**src/rtl/sw_host_driver.sv**
```systemverilog
// sw_host_driver: host-side job controller for the SmithWaterman accelerator top.
//   Load command : streams a T sequence (length word, then 9-base words) from a
//                  host T-buffer onto the 18-bit T bus.
//   Run command  : starts the calculation, serves every S-chunk request from a
//                  host S-buffer and captures the final score.
// Ports:
//   clk / rst_n                    clock, async active-low reset
//   i_cmd_load_t / i_cmd_run       command pulses (accepted only when o_ready)
//   i_t_len / i_s_len              job lengths in bases, sampled with command
//   o_ready                        idle
//   o_result / o_result_valid      captured score + one-cycle strobe
//   o_error                        one-cycle pulse on protocol error / timeout
//   o_t_raddr / i_t_rdata          T-buffer port (1-cycle synchronous read)
//   o_s_raddr / i_s_rdata          S-buffer port (1-cycle synchronous read)
//   o_set_t, o_start_cal, o_t,
//   i_request_s, o_s, o_s_valid,
//   i_sw_busy, i_sw_result,
//   i_sw_valid                     accelerator user/data interface
module sw_host_driver #(
  parameter int PE_SIZE     = 64,
  parameter int PE_SIZE_LOG = 6,
  parameter int ADDR_W      = 10,
  parameter int RES_W       = 16,
  parameter int T_LEAD      = 3,
  parameter int BUSY_WAIT   = 16,
  parameter int TIMEOUT     = 2**20
) (
  input  logic                          clk,
  input  logic                          rst_n,
  input  logic                          i_cmd_load_t,
  input  logic                          i_cmd_run,
  input  logic [17:0]                   i_t_len,
  input  logic [ADDR_W+PE_SIZE_LOG-1:0] i_s_len,
  output logic                          o_ready,
  output logic [RES_W-1:0]              o_result,
  output logic                          o_result_valid,
  output logic                          o_error,
  output logic [ADDR_W-1:0]             o_t_raddr,
  input  logic [17:0]                   i_t_rdata,
  output logic [ADDR_W-1:0]             o_s_raddr,
  input  logic [PE_SIZE*2-1:0]          i_s_rdata,
  output logic                          o_set_t,
  output logic                          o_start_cal,
  output logic [17:0]                   o_t,
  input  logic                          i_request_s,
  output logic [PE_SIZE*2-1:0]          o_s,
  output logic [PE_SIZE_LOG:0]          o_s_valid,
  input  logic                          i_sw_busy,
  input  logic [RES_W-1:0]              i_sw_result,
  input  logic                          i_sw_valid
);

  localparam int SL_W    = ADDR_W + PE_SIZE_LOG;
  localparam int SV_W    = PE_SIZE_LOG + 1;
  localparam int SW      = PE_SIZE * 2;
  localparam int CYC_MAX = (TIMEOUT > BUSY_WAIT) ? ((TIMEOUT > T_LEAD) ? TIMEOUT : T_LEAD)
                                                 : ((BUSY_WAIT > T_LEAD) ? BUSY_WAIT : T_LEAD);
  localparam int CYC_W   = $clog2(CYC_MAX + 1);

  localparam logic [CYC_W-1:0] LEAD    = CYC_W'(T_LEAD);
  localparam logic [CYC_W-1:0] LEAD_M1 = CYC_W'(T_LEAD - 1);
  localparam logic [CYC_W-1:0] BW_LAST = CYC_W'(BUSY_WAIT - 1);
  localparam logic [CYC_W-1:0] TO_LAST = CYC_W'(TIMEOUT - 1);
  localparam logic [SV_W-1:0]  PE_SV   = SV_W'(PE_SIZE);

  typedef enum logic [2:0] {IDLE, T_SEND, T_WAIT, C_ARM, C_RUN, C_DRAIN, ERR} state_t;

  state_t state, state_nxt;

  logic              t_loaded;
  logic [17:0]       t_len_q, t_rem;
  logic [ADDR_W-1:0] t_word;
  logic [CYC_W-1:0]  cyc;        // cycles since command; 0 = set_t / start_cal cycle
  logic              busy_seen;
  logic              idle_err;
  logic [SL_W-1:0]   s_len_q, s_rem;
  logic [ADDR_W-1:0] s_chunk;
  logic [SV_W-1:0]   sv_q;
  logic              req_d;
  logic [SW-1:0]     s_hold;
  logic [RES_W-1:0]  res_q;
  logic              rv_q;

  logic              dphase, t_last, busy_to, run_to, serve;
  logic [SV_W-1:0]   s_take;
  logic [17:0]       t_masked;
  logic [SW-1:0]     s_masked;

  assign dphase  = cyc >= LEAD;
  // Last T word is on the bus this cycle; a zero-length T ends right after the lead.
  assign t_last  = (dphase && t_rem <= 18'd9) || (cyc == LEAD_M1 && t_rem == '0);
  assign busy_to = !busy_seen && !i_sw_busy && cyc == BW_LAST;
  assign run_to  = !i_sw_valid && cyc == TO_LAST;
  assign serve   = i_request_s && (state == C_RUN || state == C_DRAIN);
  assign s_take  = (s_rem >= SL_W'(PE_SIZE)) ? PE_SV : s_rem[SV_W-1:0];

  // Zero the bases past the remaining length in the word currently returned.
  for (genvar b = 0; b < 9; b++) begin : g_tmask
    assign t_masked[2*b +: 2] = (18'(b) < t_rem) ? i_t_rdata[2*b +: 2] : 2'b00;
  end
  for (genvar b = 0; b < PE_SIZE; b++) begin : g_smask
    assign s_masked[2*b +: 2] = (SV_W'(b) < sv_q) ? i_s_rdata[2*b +: 2] : 2'b00;
  end

  // State register
  always_ff @(posedge clk or negedge rst_n) begin
    if (!rst_n) state <= IDLE;
    else        state <= state_nxt;
  end

  // Next-state logic
  always_comb begin
    state_nxt = state;
    unique case (state)
      IDLE:    if (i_cmd_load_t)               state_nxt = T_SEND;
               else if (i_cmd_run && t_loaded) state_nxt = C_ARM;
      T_SEND:  if (busy_to)                    state_nxt = ERR;
               else if (t_last)                state_nxt = T_WAIT;
      T_WAIT:  if (busy_to)                    state_nxt = ERR;
               else if (busy_seen && !i_sw_busy) state_nxt = IDLE;
      C_ARM:                                   state_nxt = C_RUN;
      C_RUN:   if (i_sw_valid)                 state_nxt = C_DRAIN;
               else if (busy_to || run_to)     state_nxt = ERR;
      C_DRAIN: if (!i_sw_busy)                 state_nxt = IDLE;
      ERR:                                     state_nxt = IDLE;
      default:                                 state_nxt = IDLE;
    endcase
  end

  // Datapath registers
  always_ff @(posedge clk or negedge rst_n) begin
    if (!rst_n) begin
      t_loaded  <= 1'b0;
      t_len_q   <= '0;
      t_rem     <= '0;
      t_word    <= '0;
      cyc       <= '0;
      busy_seen <= 1'b0;
      idle_err  <= 1'b0;
      s_len_q   <= '0;
      s_rem     <= '0;
      s_chunk   <= '0;
      sv_q      <= '0;
      req_d     <= 1'b0;
      s_hold    <= '0;
      res_q     <= '0;
      rv_q      <= 1'b0;
    end else begin
      if (state == IDLE)        cyc <= '0;
      else if (cyc != '1)       cyc <= cyc + CYC_W'(1);

      if (state == IDLE)        busy_seen <= 1'b0;
      else if (i_sw_busy)       busy_seen <= 1'b1;

      idle_err <= (state == IDLE) && i_cmd_run && !i_cmd_load_t && !t_loaded;

      // A new load invalidates the previous T, so any T-path error leaves t_loaded clear.
      if (state == IDLE && i_cmd_load_t) begin
        t_loaded <= 1'b0;
        t_len_q  <= i_t_len;
        t_rem    <= i_t_len;
        t_word   <= '0;
      end else if (state == IDLE && i_cmd_run && t_loaded) begin
        s_len_q  <= i_s_len;
      end

      // Reads run one cycle ahead of the data phase so words stream without bubbles.
      if (state == T_SEND && cyc >= LEAD_M1) t_word <= t_word + ADDR_W'(1);
      if (state == T_SEND && dphase)         t_rem  <= (t_rem > 18'd9) ? t_rem - 18'd9 : '0;

      if (state == T_WAIT && state_nxt == IDLE) t_loaded <= (t_len_q != '0);

      if (state == C_ARM) begin
        s_rem   <= s_len_q;
        s_chunk <= '0;
        sv_q    <= '0;
        s_hold  <= '0;
        req_d   <= 1'b0;
      end else begin
        req_d <= serve;
        if (serve) begin
          sv_q    <= s_take;
          s_rem   <= s_rem - SL_W'(s_take);
          s_chunk <= s_chunk + ADDR_W'(1);
        end
        if (req_d) s_hold <= s_masked;
      end

      rv_q <= (state == C_RUN) && i_sw_valid;
      if (state == C_RUN && i_sw_valid) res_q <= i_sw_result;
    end
  end

  // Outputs
  always_comb begin
    o_ready        = (state == IDLE);
    o_set_t        = (state == T_SEND) && (cyc == '0);
    o_start_cal    = (state == C_ARM);
    o_t            = '0;
    if (state == T_SEND) o_t = dphase ? t_masked : t_len_q;
    o_t_raddr      = t_word;
    o_s_raddr      = s_chunk;
    // Fresh chunk is passed straight through on the return cycle, then held.
    o_s            = req_d ? s_masked : s_hold;
    o_s_valid      = sv_q;
    o_error        = (state == ERR) || idle_err;
    o_result       = res_q;
    o_result_valid = rv_q;
  end

endmodule

```
**config.mk**
```make
export PLATFORM = sky130hd
export DESIGN_NAME = sw_host_driver
export DESIGN_NICKNAME = d
export VERILOG_FILES = /design/src/rtl/sw_host_driver.sv
export SDC_FILE = /design/constraint.sdc
export NUM_CORES = 1
export LEC_CHECK = 0
export ABC_CLOCK_PERIOD_IN_PS = 4420
export CORE_MARGIN = 2
export CORE_UTILIZATION = 52
export DETAILED_ROUTE_END_ITERATION = 10
export GPL_TIMING_DRIVEN = 0
export PLACE_DENSITY = 0.92
export SYNTH_ARGS = -nofsm -noshare
export SYNTH_HDL_FRONTEND = slang
export SYNTH_SLANG_ARGS = --single-unit
```
**constraint.sdc**
```tcl
create_clock -name clk -period 4.42 [get_ports clk]
set_input_delay 1.326 -clock clk [delete_from_list [all_inputs] [get_ports clk]]
set_output_delay 1.326 -clock clk [all_outputs]
set_load 0.02 [all_outputs]
```
# After elaboration in Yosys (flattened, before gate mapping)
# Index checks and enable logic that the tools add are counted.
[op_classes]
add_sub_neg = 5
order_cmp = 78
eq_ne = 10
muxes = 106
bitwise = 1
reduce_logical = 39
[op_table]
columns = ["op", "count"]
rows = [
  ["$mux 128", 2],
  ["$lt 6x7->1 const A", 32],
  ["$mux 2", 73],
  ["$lt 5x7->1 const A", 16],
  ["$mux 18", 5],
  ["$lt 3x18->1 const A", 4],
  ["$lt 4x7->1 const A", 8],
  ["$ge 21x2->1 const B", 2],
  ["$mux 21", 2],
  ["$mux 10", 4],
  ["$lt 1x18->1 const A", 2],
  ["$lt 2x18->1 const A", 2],
  ["$mux 16", 2],
  ["$lt 3x7->1 const A", 4],
  ["$mux 3", 9],
  ["$add 21x1->21 const B", 1],
  ["$eq 21x2->1 const B", 1],
  ["$eq 21x20->1 const B", 1],
  ["$eq 21x4->1 const B", 1],
  ["$logic_not 21->1", 1],
  ["$mux 7", 3],
  ["$ne 21x21->1 const B", 1],
  ["$add 10x1->10 const B", 2],
  ["$gt 18x4->1 const B", 1],
  ["21 further kinds", 60],
]
[totals]
reg_bits = 268
in_bits = 203

# Longest topological paths before layout
# Gate-level depths: netlist of the first run.
[depth]
word_depth = 10
ltp_mapped = 9
mapped_depth_nobuf = 8

# Worst setup path after synthesis of the first run
# OpenSTA, ideal clock, no wires.
[synth_timing]
kind = "register to output"
start = "register t_rem[13]"
end = "output o_t[4]"
t_arrival_ns = 2.136
t_required_ns = 3.094
slack_ns = 0.958
stages_incl_launch_ff = 7
cell_sequence = "dfrtp_1 or4_4 or4_4 buf_6 or3_4 nand3_1 a21oi_1"
[synth_via]
elab_chain_len = 4
[synth_rtl]
columns = ["element", "line_no", "rtl"]
rows = [
  ["start, declared", "71", "logic [17:0] t_len_q, t_rem;"],
  ["start signal, assigned", "161", "t_rem <= i_t_len;"],
  ["start signal, assigned", "169", "if (state == T_SEND && dphase) t_rem <= (t_rem > 18'd9) ? t_rem - 18'd9 : '0;"],
  ["$lt 2x18->1", "99", "assign t_masked[2*b +: 2] = (18'(b) < t_rem) ? i_t_rdata[2*b +: 2] : 2'b00;"],
  ["$mux 2", "99", ""],
  ["$mux 18 (2 in series)", "200", "if (state == T_SEND) o_t = dphase ? t_masked : t_len_q;"],
  ["end, declared", "44", "output logic [17:0] o_t,"],
]
# No other way between the ends.

# Worst setup path after layout of the first run
[layout_timing]
start = "register sv_q[2] (netlist: o_s_valid[2])"
end = "output o_s[58]"
[layout_via]
elab_chain_len = 3
[layout_rtl]
columns = ["element", "line_no", "rtl"]
rows = [
  ["start, declared", "78", "logic [SV_W-1:0] sv_q;"],
  ["start signal, assigned", "182", "sv_q <= s_take;"],
  ["$lt 5x7->1", "102", "assign s_masked[2*b +: 2] = (SV_W'(b) < sv_q) ? i_s_rdata[2*b +: 2] : 2'b00;"],
  ["$mux 2", "102", ""],
  ["$mux 128", "--", ""],
  ["end, declared", "46", "output logic [PE_SIZE*2-1:0] o_s,"],
]
# No other way between the ends.

==> results of run 1 <==
-- synthesized netlist by cell type (4+ instances only) --
| cell | instances | area, µm² |
|---|---|---|
| a21o_1 | 5 | 37.5 |
| a21oi_1 | 144 | 721 |
| a22o_1 | 7 | 61.3 |
| a22oi_1 | 4 | 30.0 |
| a31oi_1 | 6 | 37.5 |
| and2_1 | 58 | 363 |
| and3_1 | 9 | 56.3 |
| and4_1 | 6 | 52.6 |
| buf_1 | 8 | 30.0 |
| buf_2 | 10 | 50.1 |
| clkbuf_1 | 71 | 267 |
| dfrtp_1 | 268 | 6710 |
| ha_1 | 10 | 125 |
| inv_1 | 75 | 282 |
| mux2_2 | 35 | 394 |
| nand2_1 | 251 | 942 |
| nand2b_1 | 81 | 507 |
| nand3_1 | 136 | 681 |
| nand4_1 | 24 | 150 |
| nand4b_1 | 4 | 35.0 |
| nor2_1 | 66 | 248 |
| nor2b_1 | 5 | 31.3 |
| nor3_1 | 20 | 100 |
| nor4_1 | 14 | 87.6 |
| o211ai_1 | 17 | 128 |
| o21ai_0 | 70 | 350 |
| o22ai_1 | 31 | 194 |
| o311ai_0 | 5 | 43.8 |
| o31ai_1 | 5 | 37.5 |
| or2_2 | 4 | 25.0 |
| or3_1 | 23 | 144 |
| or4_1 | 8 | 60.1 |
| xnor2_1 | 11 | 96.3 |
| xor2_1 | 17 | 149 |
-- layer usage --
layer / track usage (%) / up-vias / wire length [µm]
li1: - / 6293 / -
met1: 39.3 / 6790 / 17100
met2: 61.3 / 935 / 24800
met3: 6.63 / 229 / 4830
met4: 20.5 / 0 / 3450
met5: 0 / - / 0
-- state kept, by name, indices dropped and copies added (netlist names), 3 cells and up --
register   flops
o_result      16
s_rem         16
state          3
t_len_q       18
s_len_q       16
cyc           21
s_hold       128
o_s_raddr     10
o_s_valid      7
t_rem         18
o_t_raddr     10
-- power groups by stage --
stage	clock, mW	sequential (mW)	combinational, mW
6_report	2.36	3.84	6.09
5_1_grt	2.47	3.91	6.48
4_1_cts	2.37	3.80	6.00
3_5_place_dp	0	3.82	5.93
3_3_place_gp	0	3.78	5.76
2_1_floorplan	0	3.80	3.28
-- cell families (layout without fill, tap and decap cells) --
| family | count (synthesis) | after routing |
|---|---|---|
| multiplexers | 38 | 38 |
| other | 1 | 1 |
| adder cells (fa/ha/maj) | 10 | 10 |
| buffers and inverters | 168 | 617 |
| AND/OR/NAND/NOR | 727 | 727 |
| flip-flops | 268 | 268 |
| AO/OA/AOI/OAI | 327 | 327 |
| XOR/XNOR | 28 | 28 |
-- worst max-delay path by stage --
stage | startpoint | end | slack (ns) | depth (start not counted)
2_1_floorplan | t_rem[13] | o_t[4] | 0.96 | 6
3_3_place_gp | rst_n | s_hold[122] | -9.23 | 1
3_5_place_dp | state[1] | o_start_cal | -0.23 | 6
4_1_cts | state[2] | o_start_cal | -0.04 | 5
5_1_grt | cyc[1] | o_t[17] | -0.02 | 9
6_report | o_s_valid[2] | o_s[58] | -0.03 | 6
-- layout make-up --
class	count	area [µm²]
buffer	84	362
clock buffer	45	866
clock inverter	6	57.6
fill	1809	6750
inverter	76	289
multi-input combinational	1131	6470
sequential	268	6710
tap	335	419
timing repair buffer	406	4070
-- timing repair --
action | CTS | global route
setup endpoints to repair | 111 | 69
cloned | 0 | 0
buffers inserted | 2 | 6
gates resized for setup | 42 | 19
pin swaps | 2 | 2
-- worst max-delay path: cells and delay by family, from the launching register on --
family | cells | cell delay (ns)
DFF | 1 | 0.51
and+or+nand+nor | 2 | 0.42
buffers and inverters | 2 | 1.04
AOI/OAI and AO/OA | 2 | 0.60
-- stage by stage --
step	instances	setup WS, ns
2_1_floorplan	1567	0.958
3_3_place_gp	2298	-9.23
3_5_place_dp	2300	-0.229
4_1_cts	2350	-0.0370
5_1_grt	2351	-0.0235
6_report	2351	-0.0251
==> impl_metrics.prom, run 1 <==
# TYPE chip_impl_metric gauge
chip_impl_info{name="run_status",value="finished with violations"} 1
chip_impl_info{name="violated_checks",value="setup timing"} 1
chip_impl_metric{name="synth_sequential_area_ratio",unit="%"} 48.8
chip_impl_metric{name="cellPowerDensity",unit="nW/µm²"} 639
chip_impl_metric{name="report.final.slew_viol_count",unit=""} 0
chip_impl_metric{name="top_level_ports",unit=""} 397
chip_impl_metric{name="start_util",unit="%"} 52.9
chip_impl_info{name="critical_r2r_launch",value="state[2]"} 1
chip_impl_metric{name="ys.warnings.count",unit=""} 0
chip_impl_metric{name="clock_sink_count",unit=""} 268
chip_impl_metric{name="grt_use_total",unit="%"} 34.8
chip_impl_metric{name="detail_route.first_pass.iterations",unit=""} 5
chip_impl_metric{name="die_y",unit="µm"} 167
chip_impl_metric{name="power",unit="mW"} 12.3
chip_impl_metric{name="drcViolationCount",unit=""} 0
chip_impl_metric{name="floorplan.die_area",unit="µm²"} 27800
chip_impl_metric{name="final_area",unit="µm²"} 19200
chip_impl_metric{name="setup.reg_to_reg.worst_slack",unit="ns"} 1.74
chip_impl_metric{name="tritoncts.num_buffers",unit=""} 28
chip_impl_metric{name="hold_viol",unit=""} 0
chip_impl_info{name="cts_tree",value="built"} 1
chip_impl_metric{name="fin_tns_setup",unit="ns"} -0.0251
chip_impl_metric{name="crit_fanout",unit=""} 10
chip_impl_metric{name="areaGrowthSynthToFinish",unit="%"} 40.0
chip_impl_info{name="worst_setup_path_start_kind",value="flop"} 1
chip_impl_metric{name="switchingPower",unit="mW"} 5.07
chip_impl_metric{name="max_slew_margin",unit="%"} 47.5
chip_impl_metric{name="syn_inst",unit=""} 1567
chip_impl_metric{name="synth_nets",unit=""} 1780
chip_impl_metric{name="final.period_utilization",unit="%"} 101
chip_impl_metric{name="worstSkewPairLatency",unit="ns"} 0.55
chip_impl_metric{name="setup_viol",unit=""} 1
chip_impl_metric{name="global_route_wire_length_before_repair",unit="µm"} 76600
chip_impl_metric{name="route.antenna.remaining_nets",unit=""} 0
chip_impl_metric{name="fin_worst_hold_slack",unit="ns"} 0.468
chip_impl_metric{name="first_global_vias",unit=""} 14000
chip_impl_metric{name="power_frac_clock",unit="%"} 19.2
chip_impl_metric{name="floorplan.rows",unit=""} 59
chip_impl_metric{name="clock_skew",unit="ns"} 0.0221
chip_impl_metric{name="synth.avg_cell_area",unit="µm²"} 8.77
chip_impl_info{name="setup.worst_path.class",value="flop to output port"} 1
chip_impl_metric{name="routabilityCongestion",unit=""} 0.936
chip_impl_metric{name="die-width",unit="µm"} 167
chip_impl_info{name="r2r-end",value="t_rem[2]"} 1
chip_impl_info{name="sink_of_the_worst_hold_path",value="s_rem[15]"} 1
chip_impl_info{name="min-delay-path-class",value="flop to flop"} 1
chip_impl_metric{name="synth.ff_latch_count",unit=""} 268
chip_impl_metric{name="swShare",unit="%"} 41.3
chip_impl_metric{name="synth-edff-count",unit=""} 0
chip_impl_metric{name="yosysUniqueCellTypes",unit=""} 69
chip_impl_metric{name="drt_iter0_drc",unit=""} 1696
chip_impl_info{name="hold_path_startpoint",value="s_len_q[15]"} 1
chip_impl_metric{name="final_period_minus_worst_setup_slack",unit="ns"} 4.45
chip_impl_metric{name="layout_setup_ws",unit="ns"} -0.0251
chip_impl_metric{name="synth_simple_gate_area_share",unit="%"} 26.5
chip_impl_metric{name="drive_gt1_share",unit="%"} 7.79
chip_impl_info{name="final_cell_mix",value="378 x clkdlybuf4s50_1, 267 x dfrtp_1, 251 x nand2_1, 140 x a21oi_1, 135 x nand3_1"} 1
chip_impl_metric{name="max_freq",unit="GHz"} 0.225
chip_impl_metric{name="clkTransAtPathRegs",unit="ns"} 0.07
chip_impl_metric{name="ff2ff_path_depth",unit=""} 8
chip_impl_metric{name="internal_power",unit="mW"} 7.21
chip_impl_info{name="mostFrequentLayoutCell",value="clkdlybuf4s50_1"} 1
chip_impl_metric{name="portBuffers",unit=""} 396
chip_impl_metric{name="synth_compound_area_share",unit="%"} 14.1
chip_impl_metric{name="synth_fa_ha_area_share",unit="%"} 0.910
chip_impl_metric{name="antenna_found_initial",unit=""} 0
chip_impl_info{name="timing.critical_path.cells",value="clkbuf_2 -> nand2_1 -> o21ai_1 -> nand3_1 -> o21ai_0 -> clkdlybuf4s50_1"} 1
chip_impl_metric{name="vias_per_cell",unit=""} 6.06
chip_impl_metric{name="core_region_area",unit="µm²"} 26000
chip_impl_metric{name="clockBufferDepth",unit=""} 3
chip_impl_info{name="worst_path_cell_with_the_longest_stage_delay",value="clkdlybuf4s50_1"} 1
chip_impl_metric{name="synthArstFlopShare",unit="%"} 100
chip_impl_info{name="dominant_synthesized_flop_cell",value="dfrtp_1"} 1
chip_impl_info{name="synth_top_family_by_area",value="simple AND/OR/NAND/NOR gates"} 1
chip_impl_metric{name="cts_hold_buffers",unit=""} 0
chip_impl_metric{name="timing.hold.worst_path_depth",unit=""} 2
chip_impl_metric{name="route.final.wire_length",unit="µm"} 50200
chip_impl_metric{name="overflow_left_after_global_routing",unit=""} 0
chip_impl_metric{name="post_synth_xor_area_fraction",unit="%"} 1.78
chip_impl_metric{name="hpwl_detailed",unit="µm"} 36700
chip_impl_metric{name="power_frac_seq",unit="%"} 31.3
chip_impl_metric{name="maxCapViolations",unit=""} 0
chip_impl_metric{name="insertedDiodeCount",unit=""} 0
chip_impl_metric{name="grt_start_max_net_pins",unit=""} 109
chip_impl_metric{name="required_arrival_time_at_the_worst_endpoint",unit="ns"} 3.09
chip_impl_metric{name="critPathArrivalTime",unit="ns"} 3.12
chip_impl_info{name="critical_path.endpoint_type",value="output port"} 1
chip_impl_metric{name="detailroute.via_count",unit=""} 14200
chip_impl_metric{name="peakVddDrop",unit="mV"} 0.465
chip_impl_metric{name="worstMarginPinSlew",unit="ns"} 0.787
chip_impl_metric{name="utilization",unit="%"} 74.0
chip_impl_metric{name="post_drt_wl_per_cell",unit="µm"} 21.3
chip_impl_metric{name="synth.cell_area",unit="µm²"} 13700
chip_impl_metric{name="place_area",unit="µm²"} 18200
chip_impl_metric{name="combinationalPowerShare",unit="%"} 49.5
chip_impl_metric{name="critPathMaxStageDelay",unit="ns"} 0.72
chip_impl_metric{name="power_leakage",unit="nW"} 8.46
chip_impl_metric{name="clock_tree.htree_level_count",unit=""} 1
chip_impl_info{name="root_buffer",value="clkbuf_16"} 1
chip_impl_metric{name="post_synth_mux_area_share",unit="%"} 3.09
chip_impl_metric{name="nNetsFinal",unit=""} 2208
Power figures use the tool's default switching activity.
==> run 2: changes to the inputs <==
- CELL_PAD_IN_SITES_DETAIL_PLACEMENT: default -> 0
- CELL_PAD_IN_SITES_GLOBAL_PLACEMENT: default -> 1
- CORE_UTILIZATION: 52 -> 38
- HOLD_SLACK_MARGIN: default -> 0.12
==> run 2 against run 1 <==
The run now ends clean. First-iteration DRC count shrank 42%. Critical path type unchanged. Final area grew 1.2%. Worst setup slack gained 0.10 ns. Critical path depth grew 1. Count of clock-buffer cells in the layout shrank 4. Via count shrank 5.4%. Largest cell class unchanged. Fmax grew 2.3%. Sequential share of layout area shrank 0.40 points. Non-clock buffer count shrank 5. Die area grew 36%.
==> impl_metrics.prom, run 2 (same netlist as run 1, synthesis figures left out) <==
# TYPE chip_impl_metric gauge
chip_impl_info{name="run_status",value="finished clean"} 1
chip_impl_metric{name="place_area",unit="µm²"} 18300
chip_impl_metric{name="cts_hold_buffers",unit=""} 0
chip_impl_metric{name="final.period_utilization",unit="%"} 98.3
chip_impl_metric{name="tritoncts.num_buffers",unit=""} 30
chip_impl_info{name="largest_registers",value="s_hold (128), cyc (21)"} 1
chip_impl_metric{name="top_level_ports",unit=""} 397
chip_impl_metric{name="maxCapViolations",unit=""} 0
chip_impl_info{name="grt_setup_unrepaired",value="yes"} 1
chip_impl_info{name="regMostFlops",value="s_hold"} 1
chip_impl_metric{name="insertedDiodeCount",unit=""} 0
chip_impl_metric{name="nNetsFinal",unit=""} 2205
chip_impl_metric{name="route.final.wire_length",unit="µm"} 49800
chip_impl_metric{name="hpwl_detailed",unit="µm"} 38200
chip_impl_metric{name="clkTransAtPathRegs",unit="ns"} 0.06
chip_impl_metric{name="global_route_wire_length_before_repair",unit="µm"} 76400
chip_impl_metric{name="vias_per_cell",unit=""} 5.44
chip_impl_metric{name="die-width",unit="µm"} 194
chip_impl_metric{name="critPathMaxStageDelay",unit="ns"} 0.57
chip_impl_metric{name="floorplan.rows",unit=""} 69
chip_impl_metric{name="report.final.slew_viol_count",unit=""} 0
chip_impl_metric{name="critical_path_buf_inv_count",unit=""} 2
chip_impl_metric{name="final_area",unit="µm²"} 19500
chip_impl_metric{name="antenna_found_initial",unit=""} 1
chip_impl_metric{name="peakVddDrop",unit="mV"} 0.388
chip_impl_metric{name="hold_viol",unit=""} 0
chip_impl_metric{name="core_region_area",unit="µm²"} 35600
chip_impl_metric{name="grt_use_total",unit="%"} 25.7
chip_impl_metric{name="worstMarginPinSlew",unit="ns"} 0.788
chip_impl_metric{name="post_layout_nonfiller_instances",unit=""} 2477
chip_impl_metric{name="clock_skew",unit="ns"} 0.00973
chip_impl_metric{name="setup.reg_to_reg.worst_slack",unit="ns"} 1.44
chip_impl_metric{name="power_leakage",unit="nW"} 8.46
chip_impl_info{name="timing.critical_path.cells",value="or4_4 -> or4_4 -> buf_6 -> a21o_2 -> nand3_1 -> a21oi_1 -> dlygate4sd2_1"} 1
chip_impl_info{name="root_buffer",value="clkbuf_16"} 1
chip_impl_metric{name="worstSkewPairLatency",unit="ns"} 0.55
chip_impl_metric{name="drive_gt1_share",unit="%"} 8.23
chip_impl_metric{name="place.detailed.instances",unit=""} 2426
chip_impl_metric{name="routabilityCongestion",unit=""} 0.921
chip_impl_metric{name="portBuffers",unit=""} 396
chip_impl_info{name="cts_tree",value="built"} 1
chip_impl_metric{name="die_y",unit="µm"} 194
chip_impl_metric{name="first_global_vias",unit=""} 13400
chip_impl_metric{name="post_drt_wl_per_cell",unit="µm"} 20.1
chip_impl_info{name="worst_setup_path_start_kind",value="flop"} 1
chip_impl_info{name="mostFrequentLayoutCell",value="clkdlybuf4s50_1"} 1
chip_impl_metric{name="detail_route.first_pass.iterations",unit=""} 6
chip_impl_info{name="cp_top_family",value="simple AND/OR/NAND/NOR gates"} 1
chip_impl_metric{name="clockBufferDepth",unit=""} 3
chip_impl_metric{name="final_period_minus_worst_setup_slack",unit="ns"} 4.34
chip_impl_metric{name="drcViolationCount",unit=""} 0
chip_impl_metric{name="setup_viol",unit=""} 0
chip_impl_metric{name="largest_register_ffs",unit=""} 128
chip_impl_info{name="worst_path_cell_with_the_longest_stage_delay",value="or4_4"} 1
chip_impl_metric{name="clock_sink_count",unit=""} 268
chip_impl_metric{name="fill_cells",unit=""} 3218
chip_impl_metric{name="areaGrowthSynthToFinish",unit="%"} 41.6
chip_impl_metric{name="route.antenna.remaining_nets",unit=""} 0
chip_impl_metric{name="max_slew_margin",unit="%"} 47.5
chip_impl_metric{name="layout_setup_ws",unit="ns"} 0.0764
chip_impl_metric{name="start_util",unit="%"} 38.6
chip_impl_info{name="path_common_cell",value="or4_4"} 1
chip_impl_metric{name="critPathArrivalTime",unit="ns"} 3.02
chip_impl_metric{name="overflow_left_after_global_routing",unit=""} 0
chip_impl_metric{name="floorplan.die_area",unit="µm²"} 37700
chip_impl_info{name="setup.worst_path.class",value="flop to output port"} 1
chip_impl_metric{name="crit_fanout",unit=""} 10
chip_impl_metric{name="max_freq",unit="GHz"} 0.230
chip_impl_metric{name="grt_start_max_net_pins",unit=""} 117
chip_impl_metric{name="cellPowerDensity",unit="nW/µm²"} 636
chip_impl_info{name="final_cell_mix",value="378 x clkdlybuf4s50_1, 266 x dfrtp_1, 251 x nand2_1, 139 x a21oi_1, 135 x nand3_1"} 1
chip_impl_info{name="critical_path.endpoint_type",value="output port"} 1
chip_impl_info{name="min-delay-path-class",value="flop to flop"} 1
chip_impl_metric{name="drt_iter0_drc",unit=""} 977
chip_impl_metric{name="detailroute.via_count",unit=""} 13500
chip_impl_metric{name="fin_tns_setup",unit="ns"} 0
chip_impl_metric{name="clock_tree.htree_level_count",unit=""} 1
chip_impl_metric{name="post-place-ws",unit="ns"} -0.473
chip_impl_metric{name="utilization",unit="%"} 54.7
chip_impl_metric{name="required_arrival_time_at_the_worst_endpoint",unit="ns"} 3.09
[run 2: changes by cell type in the layout (fill, tap and decap cells not counted), moves of 2 or more]
cell,previous run,this run
bufinv_16,1,4
dlygate4sd2_1,10,12
clkbuf_1,60,56
clkinv_2,4,9
buf_4,10,6
clkbuf_16,29,31
clkbuf_8,8,6
dlymetal6s2s_1,4,1
[run 2: tightest hold or removal path, cell delays in order, from the launching register on]
cell,delay [ns]
dfrtp_1,0.34
nand2_1,0.05
o21ai_0,0.06
[run 2: through the flow]
step                      power, mW  hold slack [ns]
after floorplan                7.08            0.433
after global placement         9.66            0.458
after detailed placement       9.78            0.463
after CTS                      12.4            0.481
after global routing           13.1            0.504
final                          12.4            0.477
[run 2: area by class of cell]
| type | count | area [µm²] | share of cell area (%) |
|---|---|---|---|
| inverters | 76 | 289 | 1.48 |
| well taps | 461 | 577 | 2.96 |
| multi-input cells | 1131 | 6460 | 33.2 |
| clock inverters | 15 | 180 | 0.926 |
| clock buffers | 41 | 873 | 4.49 |
| flip-flops and latches | 268 | 6710 | 34.5 |
| plain buffers | 83 | 354 | 1.82 |
| repair buffers | 402 | 4020 | 20.7 |
[run 2: worst paths after layout]
kind / from / cells past startpoint / end
worst max-delay path: t_rem[13] / 7 / o_t[12]
worst min-delay path: s_len_q[11] / 2 / s_rem[11]
worst max register to register: state[2] / 8 / state[1]
worst min register to register: s_len_q[11] / 2 / s_rem[11]
max in group asynchronous: rst_n / 2 / o_s_valid[4]
min in group asynchronous: rst_n / 1 / t_len_q[11]
[run 2: what timing repair did]
action | in CTS | in global routing
cloned | 0 | 0
resized for setup | 52 | 12
buffers inserted | 3 | 1
setup endpoints to repair | 135 | 50
pin swaps | 2 | 1
[run 2: per-layer routing]
layer	global-route usage, %	part of all wire (%)	routed length [µm]
met5	0	0.026	13
met4	9.60	3.7	1870
met3	5.48	7.7	3840
met2	44.9	50	24700
met1	31.1	39	19400
[run 2: power by group]
part | switching (mW) | leakage, nW | internal (mW)
Combinational | 3.45 | 4.43 | 2.48
Clock | 1.03 | 0.522 | 1.61
Sequential | 0.514 | 3.51 | 3.29
==> run 3: changes to the inputs <==
- ABC_CLOCK_PERIOD_IN_PS: 4420 -> 5450
- clock period: 4.42 -> 5.45 ns (I/O delays scaled with it)
==> run 3 against run 2 <==
Global-route usage decreased by 0.056 points. Power decreased by 19%. Combinational power decreased by 18%. Sequential share of layout area increased by 0.089 points. Via count increased by 0.18%.
==> impl_metrics.prom, run 3 (same netlist as run 1, synthesis figures left out) <==
# TYPE chip_impl_metric gauge
chip_impl_metric{name="worstMarginPinSlew",unit="ns"} 1.28
chip_impl_info{name="cts_tree",value="built"} 1
chip_impl_metric{name="top_level_ports",unit=""} 397
chip_impl_metric{name="vias_per_cell",unit=""} 5.44
chip_impl_metric{name="post_drt_wl_per_cell",unit="µm"} 20.0
chip_impl_metric{name="critPathMaxStageDelay",unit="ns"} 0.75
chip_impl_info{name="critical_r2r_launch",value="state[1]"} 1
chip_impl_metric{name="final_period_minus_worst_setup_slack",unit="ns"} 5.14
chip_impl_metric{name="floorplan.rows",unit=""} 69
chip_impl_metric{name="cts_hold_buffers",unit=""} 0
chip_impl_metric{name="timing.hold.worst_path_depth",unit=""} 2
chip_impl_metric{name="maxCapViolations",unit=""} 0
chip_impl_info{name="r2r-end",value="s_hold[101]"} 1
chip_impl_metric{name="clock_skew",unit="ns"} 0.00950
chip_impl_metric{name="die_y",unit="µm"} 194
chip_impl_metric{name="areaGrowthSynthToFinish",unit="%"} 41.2
chip_impl_metric{name="setup.reg_to_reg.worst_slack",unit="ns"} 2.24
chip_impl_metric{name="route.antenna.remaining_nets",unit=""} 0
chip_impl_metric{name="required_arrival_time_at_the_worst_endpoint",unit="ns"} 3.82
chip_impl_metric{name="clockBufferDepth",unit=""} 3
chip_impl_metric{name="fin_worst_hold_slack",unit="ns"} 0.477
chip_impl_info{name="min-delay-path-class",value="flop to flop"} 1
chip_impl_metric{name="utilization",unit="%"} 54.6
chip_impl_metric{name="power",unit="mW"} 10.1
chip_impl_metric{name="report.final.slew_viol_count",unit=""} 0
chip_impl_metric{name="insertedDiodeCount",unit=""} 0
chip_impl_info{name="setup.worst_path.class",value="flop to output port"} 1
chip_impl_metric{name="hpwl_detailed",unit="µm"} 38200
chip_impl_metric{name="global_route_wire_length_before_repair",unit="µm"} 76200
chip_impl_metric{name="tritoncts.num_buffers",unit=""} 30
chip_impl_metric{name="detail_route.first_pass.iterations",unit=""} 7
chip_impl_metric{name="power_leakage",unit="nW"} 8.38
chip_impl_metric{name="drive_gt1_share",unit="%"} 6.49
chip_impl_metric{name="final.period_utilization",unit="%"} 94.4
chip_impl_metric{name="max_slew_margin",unit="%"} 13.8
chip_impl_metric{name="route.final.wire_length",unit="µm"} 49600
chip_impl_metric{name="floorplan.die_area",unit="µm²"} 37700
chip_impl_metric{name="hold_viol",unit=""} 0
chip_impl_metric{name="setup_viol",unit=""} 0
chip_impl_metric{name="critPathArrivalTime",unit="ns"} 3.51
chip_impl_metric{name="die-width",unit="µm"} 194
chip_impl_metric{name="ff2ff_path_depth",unit=""} 6
chip_impl_info{name="setup.worst_path.end",value="o_start_cal"} 1
chip_impl_metric{name="first_global_vias",unit=""} 13300
chip_impl_info{name="grt_setup_unrepaired",value="no"} 1
chip_impl_info{name="largest_registers",value="s_hold (128), cyc (21)"} 1
chip_impl_metric{name="routabilityCongestion",unit=""} 0.921
chip_impl_metric{name="clock_tree.htree_level_count",unit=""} 1
chip_impl_metric{name="clkTransAtPathRegs",unit="ns"} 0.06
chip_impl_metric{name="drcViolationCount",unit=""} 0
chip_impl_metric{name="nNetsFinal",unit=""} 2209
chip_impl_metric{name="overflow_left_after_global_routing",unit=""} 0
chip_impl_metric{name="largest_register_ffs",unit=""} 128
chip_impl_info{name="worst_setup_path_start_kind",value="flop"} 1
chip_impl_info{name="worst_path_cell_with_the_longest_stage_delay",value="clkdlybuf4s50_1"} 1
chip_impl_info{name="root_buffer",value="clkbuf_16"} 1
chip_impl_info{name="mostFrequentLayoutCell",value="clkdlybuf4s50_1"} 1
chip_impl_info{name="run_status",value="finished clean"} 1
chip_impl_metric{name="layout_setup_ws",unit="ns"} 0.305
chip_impl_metric{name="grt_start_max_net_pins",unit=""} 117
chip_impl_info{name="final_cell_mix",value="395 x clkdlybuf4s50_1, 268 x dfrtp_1, 251 x nand2_1, 144 x a21oi_1, 136 x nand3_1"} 1
chip_impl_info{name="timing.critical_path.cells",value="clkbuf_1 -> nand3b_1 -> clkinvlp_4 -> clkbuf_2 -> clkdlybuf4s50_1"} 1
chip_impl_metric{name="portBuffers",unit=""} 396
chip_impl_metric{name="start_util",unit="%"} 38.6
chip_impl_metric{name="core_region_area",unit="µm²"} 35600
chip_impl_metric{name="drt_iter0_drc",unit=""} 1136
chip_impl_metric{name="worstSkewPairLatency",unit="ns"} 0.55
chip_impl_info{name="crit_path_start",value="state[1]"} 1
chip_impl_metric{name="crit_fanout",unit=""} 13
chip_impl_metric{name="antenna_found_initial",unit=""} 1
chip_impl_metric{name="clock_sink_count",unit=""} 268
chip_impl_metric{name="max_freq",unit="GHz"} 0.194
chip_impl_metric{name="final_area",unit="µm²"} 19400
chip_impl_info{name="regMostFlops",value="s_hold"} 1
chip_impl_metric{name="grt_use_total",unit="%"} 25.6
chip_impl_metric{name="detailroute.via_count",unit=""} 13500
chip_impl_metric{name="place_area",unit="µm²"} 18300
chip_impl_metric{name="cellPowerDensity",unit="nW/µm²"} 519
chip_impl_metric{name="peakVddDrop",unit="mV"} 0.339
chip_impl_info{name="critical_path.endpoint_type",value="output port"} 1
chip_impl_metric{name="post-place-ws",unit="ns"} 0.248
==> run 3: worst min path at each step <==
stage | startpoint | endpoint | slack [ns]
finish | s_len_q[11] | s_rem[11] | 0.48
global route | s_len_q[11] | s_rem[11] | 0.50
CTS | s_len_q[11] | s_rem[11] | 0.48
detailed placement | s_len_q[11] | s_rem[11] | 0.46
global placement | s_len_q[15] | s_rem[15] | 0.46
floorplan | s_len_q[15] | s_rem[15] | 0.43
==> run 3: what timing repair did <==
action	4_1_cts	5_1_grt
gates resized for setup	1	5
buffers inserted	0	0
endpoints found under the setup margin	1	15
==> run 3: worst max-delay path, delay by kind of cell (launching register included) <==
family / cells / cell delay [ns]
buffers and inverters: 4 / 2.03
AND/OR/NAND/NOR: 1 / 0.56
flip-flops: 1 / 0.35
==> run 3: cell type report <==
cell class	instances	area, µm²
fill	3212	16200
timing repair buffer	398	4020
buffer	91	372
inverter	76	289
clock inverter	15	180
sequential	268	6710
tap	461	577
multi-input combinational	1131	6390
clock buffer	41	873
==> run 3: where the power goes <==
group	internal [mW]	leakage (nW)	switching, mW	total (mW)
Combinational	2.06	4.35	2.81	4.87
Sequential	2.67	3.51	0.405	3.07
Clock	1.30	0.522	0.833	2.14
==> run 3: routing by layer <==
| layer | wire length [µm] | track usage (%) | share of wire (%) |
|---|---|---|---|
| met5 | 13 | 0 | 0.026 |
| met4 | 1780 | 8.61 | 3.6 |
| met3 | 4070 | 5.34 | 8.2 |
| met2 | 24600 | 45.3 | 50 |
| met1 | 19100 | 31.0 | 39 |
==> run 3: through the flow <==
stage	std cells	setup TNS [ns]
floorplan	1567	0
global placement	2424	-2404.00
detailed placement	2426	0
CTS	2481	0
global route	2481	0
finish	2481	0
==> patch, RTL diff (flow settings as in run 2) <==
Change the parameter `T_LEAD` from 3 to 2.
--- a/src/rtl/sw_host_driver.sv
+++ b/src/rtl/sw_host_driver.sv
@@ -22,5 +22,5 @@
   parameter int ADDR_W      = 10,
   parameter int RES_W       = 16,
-  parameter int T_LEAD      = 3,
+  parameter int T_LEAD      = 2,
   parameter int BUSY_WAIT   = 16,
   parameter int TIMEOUT     = 2**20
Behaviour: not the same (Yosys sat finds a counterexample within 4 cycles, from zero or initial values and one cycle with rst_n low).
==> patch against run 2 <==
- routed wire length down 2.1%
- critical path depth decreased by 1
- core utilization is 0.23 points higher
- final area up 0.42%
- sequential cell count unchanged
- setup slack gained 23 ps
- total power fell by 4.6%
- maximum frequency is 0.54% higher
- hold slack improved by 0.59 ps
- sequential share of layout area down 0.14 points
- area after synthesis shrank 0.23%
==> patch: results (changes against run 2) <==
| Metric | Value |
|---|---|
| Outcome | complete, no violations |
| Pleak | 8.75 nW (+3.4%) |
| Worst r2r dst | s_rem[10] |
| 1st-pass router iterations | 5 (-1) |
| Post-Syn Instances | 1557 (-0.64%) |
| Sequential area share after synthesis | 48.9% (+0.11 points) |
| Slack of the worst reg-to-reg path | 1090 ps (-350 ps) |
| CP arrival | 2990 ps (-30 ps) |
| Finished Layout Cells | 2470 (-0.28%) |
| Vias | 13400 (-0.89%) |
| Max-Slew Margin vs Limit | 21.0% (-26 points) |
| Fillers | 3130 (-2.7%) |
| Distinct cells, synth | 64 (-7.2%) |
| Setup slack at placement | -188 ps (+285 ps) |
| Inserted Clock Buffers | 31 (+3.3%) |
| Area contributors post-synth | dfrtp_1 49%, nand2_1 6.7%, a21oi_1 4.6%, nand3_1 4.6%, and2_1 3.3% |
| Worst r2r src | s_rem[8] |
| GR Util met1 | 31.9% (+0.86 points) |
| Worst r2r path cells | 10 (+2) |
| Largest net degree at the start of global routing | 117 (unchanged) |
| Slowest stage delay, CP | 630 ps (+60 ps) |
| Clk_lat worst skew | 570 ps (+20 ps) |
| Hold path endpoint | s_rem[15] |
| Synth top cells by count | 268 x dfrtp_1, 246 x nand2_1, 126 x a21oi_1 |
| Tot GR Track Use | 25.2% (-0.47 points) |
| GPL Wtd Cong | 0.921 (about the same) |
| Crit-path slowest cell | clkdlybuf4s50_1 |
| CTS root buffer | clkbuf_16 |
| Sw Ratio | 40.5% (+0.071 points) |
| Worst VDD drop | 443 uV (+14%) |
| Detailed placement HPWL | 37300 um (-2.4%) |
| Met2 Usage GRT | 43.3% (-1.6 points) |
| Drt initial violations | 900 (-7.9%) |
| Max Clock Skew | 17.3 ps (+7.56 ps) |
## patch: timing repair
action / 4_1_cts / 5_1_grt
gates cloned: 0 / 0
setup buffers: 0 / 2
pin swaps: 0 / 4
gates resized for setup: 54 / 62
endpoints found under the setup margin: 146 / 75
## patch: final cells by class
type | count | area share [%]
flip-flops and latches | 268 | 34.3
plain buffers | 88 | 1.88
multi-input cells | 1108 | 33.0
diodes | 1 | 0.0128
inverters | 88 | 1.70
clock inverters | 12 | 0.870
well taps | 461 | 2.95
clock buffers | 44 | 4.68
repair buffers | 400 | 20.6
## patch: cell families after synthesis
kind of cell	share of synthesized area [%]
and+or+nand+nor	25.6
AOI/OAI and AO/OA	14.2
DFF	48.9
buffers and inverters	4.96
muxes	3.24
xor gates and xnor gates	1.98
adders and majority gates	1.08
other	0.0273
## patch: how the worst max path moves through the flow
stage,slack [ps],cells past startpoint,to,start
after floorplan,950,9,o_t[10],cyc[0]
after global placement,-9860,1,s_hold[110],rst_n
after detailed placement,-190,8,o_t[11],cyc[13]
after CTS,9,8,o_s[41],o_s_valid[6]
after global routing,-30,10,o_t[9],cyc[0]
final,100,6,o_s[76],o_s_valid[4]
## patch: metal layers
layer / wire [um] / vias to the layer above
met3: 3510 / 108
met5: 0 / -
li1: - / 6254
met2: 23700 / 538
met4: 1970 / 0
met1: 19600 / 6462
## patch: power groups by stage
stage          Sequential (W)  Combinational (W)  Clock (W)
6_report              0.00365            0.00543    0.00273
2_1_floorplan         0.00368            0.00305          0
5_1_grt               0.00373            0.00588    0.00288
4_1_cts               0.00364            0.00545    0.00278
3_5_place_dp          0.00367            0.00545          0
3_3_place_gp          0.00366            0.00538          0
## patch: worst max-delay path: cells and delay by family (launching register included)
family          cells  cell delay [ps]
buf+inv             2              870
simple gates        1              380
flops               1              430
compound gates      3              750
## patch: metrics by stage
step | TNS, ps | instance area, sq um | total power, W | hold WS [ps]
3_3_place_gp | -2639680 | 18300 | 0.00904 | 454
5_1_grt | -34.6 | 19500 | 0.0125 | 505
4_1_cts | 0 | 19500 | 0.0119 | 486
6_report | 0 | 19500 | 0.0118 | 477
3_5_place_dp | -1840 | 18300 | 0.00913 | 469
2_1_floorplan | 0 | 13700 | 0.00673 | 433
